## src/rtl/serial_add_engine.sv

```systemverilog
// serial_add_engine: bit-serial adder datapath and controller.
// Drives load/shift-enable of two upstream LSB-first shift registers.
// Adds one bit pair per cycle through a full adder and a carry flop.
// Deserialises the sum and presents it with a valid/ack handshake.
//
// Ports:
//   clk, rst            rising-edge clock, asynchronous active-high reset
//   start_i             request an addition (sampled in IDLE only)
//   bit_a_i, bit_b_i    serial operand bits from the upstream shift registers
//   load_o, shift_en_o  parallel-load strobe / shift-enable to the upstream registers
//   busy_o              high while loading or adding
//   valid_o, ack_i      result handshake (ack sampled in DONE only)
//   sum_o, cout_o       parallel sum (bit0 = LSB) and final carry out
module serial_add_engine #(
   parameter int unsigned WIDTH = 8
) (
   input  logic             clk,
   input  logic             rst,
   input  logic             start_i,
   input  logic             bit_a_i,
   input  logic             bit_b_i,
   output logic             load_o,
   output logic             shift_en_o,
   output logic             busy_o,
   output logic             valid_o,
   input  logic             ack_i,
   output logic [WIDTH-1:0] sum_o,
   output logic             cout_o
);

   localparam int unsigned CNT_W = (WIDTH > 1) ? $clog2(WIDTH) : 1;

   typedef enum logic [1:0] {
      ST_IDLE = 2'd0,
      ST_LOAD = 2'd1,
      ST_ADD  = 2'd2,
      ST_DONE = 2'd3
   } state_t;

   state_t             state;
   state_t             state_nxt;
   logic               carry;
   logic [CNT_W-1:0]   cnt;
   logic [WIDTH-1:0]   sum_sr;
   logic               sum_bit_c;
   logic               carry_nxt_c;
   logic               last_c;

   // Full adder on the current bit pair
   assign sum_bit_c   = bit_a_i ^ bit_b_i ^ carry;
   assign carry_nxt_c = (bit_a_i & bit_b_i) | (bit_a_i & carry) | (bit_b_i & carry);
   assign last_c      = (cnt == CNT_W'(WIDTH - 1));

   // State register
   always_ff @(posedge clk or posedge rst) begin
      if (rst) state <= ST_IDLE;
      else     state <= state_nxt;
   end

   // Next-state logic
   always_comb begin
      state_nxt = state;
      case (state)
         ST_IDLE: if (start_i) state_nxt = ST_LOAD;
         ST_LOAD: state_nxt = ST_ADD;
         ST_ADD:  if (last_c) state_nxt = ST_DONE;
         ST_DONE: if (ack_i) state_nxt = ST_IDLE;
         default: state_nxt = ST_IDLE;
      endcase
   end

   // Strobes registered from the next state so they line up with the state they describe
   always_ff @(posedge clk or posedge rst) begin
      if (rst) begin
         load_o     <= 1'b0;
         shift_en_o <= 1'b0;
         busy_o     <= 1'b0;
         valid_o    <= 1'b0;
      end else begin
         load_o     <= (state_nxt == ST_LOAD);
         shift_en_o <= (state_nxt == ST_ADD);
         busy_o     <= (state_nxt == ST_LOAD) || (state_nxt == ST_ADD);
         valid_o    <= (state_nxt == ST_DONE);
      end
   end

   // Serial datapath; carry is cleared in LOAD so nothing leaks between operations
   always_ff @(posedge clk or posedge rst) begin
      if (rst) begin
         carry  <= 1'b0;
         cnt    <= '0;
         sum_sr <= '0;
         sum_o  <= '0;
         cout_o <= 1'b0;
      end else begin
         case (state)
            ST_LOAD: begin
               carry  <= 1'b0;
               cnt    <= '0;
               sum_sr <= '0;
            end
            ST_ADD: begin
               carry  <= carry_nxt_c;
               sum_sr <= {sum_bit_c, sum_sr[WIDTH-1:1]};
               cnt    <= cnt + CNT_W'(1);
               if (last_c) begin
                  sum_o  <= {sum_bit_c, sum_sr[WIDTH-1:1]};
                  cout_o <= carry_nxt_c;
               end
            end
            default: ;
         endcase
      end
   end

endmodule

```

## config.mk

```make
export PLATFORM = sky130hd
export DESIGN_NAME = serial_add_engine
export DESIGN_NICKNAME = d
export VERILOG_FILES = /design/src/rtl/serial_add_engine.sv
export SDC_FILE = /design/constraint.sdc
export NUM_CORES = 1
export LEC_CHECK = 0
export ABC_AREA = 1
export CAP_MARGIN = 20
export CORE_MARGIN = 8
export CORE_UTILIZATION = 29
export DETAILED_ROUTE_END_ITERATION = 7
export HOLD_SLACK_MARGIN = 0.06
export PLACE_DENSITY = 0.51
export SETUP_SLACK_MARGIN = 0.3
export SYNTH_ARGS = -nofsm -noshare
export SYNTH_HDL_FRONTEND = slang
export SYNTH_SLANG_ARGS = --single-unit
export TNS_END_PERCENT = 1
```

## constraint.sdc

```tcl
create_clock -name clk -period 1.9 [get_ports clk]
set_input_delay 0.38 -clock clk [delete_from_list [all_inputs] [get_ports clk]]
set_output_delay 0.38 -clock clk [all_outputs]
set_load 0.05 [all_outputs]
```

==> metrics.txt <==
Starting Density 0.304; Post-Layout Inst Area 1430 um^2; Via density 4.25; critical path peak fanout 1; Crit path max-delay family buffers and inverters; Sw Share 0.405; share of cells above drive strength 1 0.135; Net Switching 885 uW; root buf cell clkbuf_8; Comb pwr share 0.452; Pre-Repair DR Iteration Count 4; WL/cell 10.9 um; clock sink count 26; # DRC 0; flops & latches, synth 26; Arr. time, crit path 1.42 ns; DP HPWL 1.48 mm; Core Rows 22; CORE AREA about 3700 um^2; number of global-route vias before repair 837; GPL Wtd Cong between 0.7 and 0.8; most frequent cells in the layout dfrtp_1, nand2_1, inv_1, clkdlybuf4s50_1, buf_4; DRT Wirelength 1.98 mm; RSZ-0062 raised after global routing yes; setup TNS 0 ns; number of port buffers 18; outcome finished, final reports clean; GR Util met1 0.0748; I/O pin cnt 19; largest net degree at the start of global routing 26; # diodes 0; GRT overflow 0; period utilisation layout 0.947; Yosys cell types 18; CP max-delay cell clkdlybuf4s50_1; CP Capture Type primary output; clk slew on worst S/H paths 0.08 ns; met2 Usage GRT 0.124; YS warnings 0; post-route ant nets 0; normalized max-slew margin 0.644; CTS tree done; DIE HEIGHT just under 80 um; Avg Inst Size Synth 10.2 um^2; Fin. Hold Viols 0; CP peak stage delay ~0.8 ns; GRT Max-Usage Layer met2; Util after Layout 0.385; DIE AREA 6150 um^2; PwrDens 1530 nW/um^2; nets 149; cells after synthesis 111; clock share of power 0.203; cell area after placement 1360 um^2; clock buffer depth 2; DR vias 770; FILL cells between 300 and 400; worst path required time ~1.5 ns; CP Cell Sequence clkdlybuf4s50_1; syn_nets 126; Max Fclk 556 MHz; initial antenna violation count 0; final worst path period need 1.80 ns; pre-CTS WS 0.257 ns; met3 usage 0.0444; Worst-Skew Late Latency around 0.26 ns; first-pass GRT wire length 3.66 mm; Post-Syn Area 1130 um^2; Int Power 1.30 mW; overall die width 78.4 um; Iteration-0 DRC Markers 32; CTS buffer count 3; Final WS setup just over 0.1 ns; worst reg2reg startpoint state[0]; final setup fails 0; sequential share of the synthesized area 0.576; Reg power frac 0.345; P&R area growth vs syn 26.5%; skew final 0.00403 ns; buffers and inverters on the worst path 1; peak supply drop 0.711 mV; Leak 0.731 nW; most common cell after layout, fill and taps aside dfrtp_1; max-slew violations 0; Worst setup SP type register; critical path class register to primary output; MaxCap Viol Count 0; Hold Path Class input port to async pin; H-tree depth 1; GRT Overall Usage 0.0724; Crit. Startpoint load_o; Worst-Margin Slew 0.532 ns
[worst paths after layout]
check / to / slack [ns] / depth (start not counted)
worst max-delay path: load_o / 0.10 / 1
worst min-delay path: busy_o / 0.25 / 2
worst max register to register: busy_o / 0.32 / 8
worst min register to register: sum_o[0] / 0.49 / 2
max in group asynchronous: sum_sr[1] / 1.18 / 3
min in group clk: sum_o[0] / 0.49 / 2
[registers in the layout, summed over array words and instances, names as in the netlist]
name and cells:
sum_o 8, sum_sr 7, cnt 3, state 2, busy_o 1, carry 1, cout_o 1, load_o 1
shift_en_o 1, valid_o 1
[layer usage]
layer / vias to the layer above / wire (um) / part of all wire
met5: - / 0 / 0
met2: 23 / 887 / 0.45
met3: 2 / 200 / 0.10
li1: 397 / - / -
met1: 348 / 886 / 0.45
met4: 0 / 4 / 0.0020
[layout make-up]
class	instances	area, um^2	area share
repair buffers	21	189	0.132
clock inverters	1	30.0	0.0210
inverters	19	71.3	0.0499
clock buffers	3	41.3	0.0289
flip-flops and latches	26	651	0.455
well taps	48	60.1	0.0420
multi-input cells	63	387	0.271
[per-stage QoR]
stage	hold slack [ns]	total power, mW	instances
4_1_cts	0.235	2.23	181
5_1_grt	0.249	2.37	181
2_1_floorplan	0.420	1.48	111
3_3_place_gp	0.469	1.76	177
3_5_place_dp	0.477	1.77	177
6_report	0.246	2.19	181
[repair_timing]
action | 4_1_cts | 5_1_grt
hold buffers | 0 | 0
resized for setup | 1 | 1
buffers inserted | 0 | 0
endpoints found under the setup margin | 7 | 9
[power by group through the flow]
stage	Combinational, mW	Sequential, mW	Clock [mW]
2_1_floorplan	0.490	0.988	0
3_3_place_gp	0.995	0.765	0
3_5_place_dp	1.00	0.767	0
4_1_cts	1.01	0.756	0.467
5_1_grt	1.10	0.774	0.492
6_report	0.988	0.754	0.444
[cells by family after synthesis]
| family | after synthesis | share of synthesized area |
|---|---|---|
| compound gates | 20 | 0.103 |
| buf+inv | 22 | 0.0819 |
| simple gates | 34 | 0.133 |
| flops | 26 | 0.576 |
| fa+ha+maj | 9 | 0.106 |
[cell usage after synthesis]
cell      count  area share
ha_1          8       0.089
o21ai_1       8       0.035
o21bai_1      1      0.0066
nand3_1       3       0.013
nand2_1      24       0.080
nand2_2       2       0.011
nand3_2       1      0.0089
o21ai_2       1      0.0078
fa_1          1       0.018
clkbuf_2      1      0.0044
dfrtp_1      26        0.58
buf_2         1      0.0044
buf_6         1       0.010
nor2_1        3       0.010
o22ai_1       8       0.044
o21ai_0       2      0.0089
nand2_4       1       0.010
inv_1        19       0.063
Note: power is estimated with default switching activity, not from simulation.
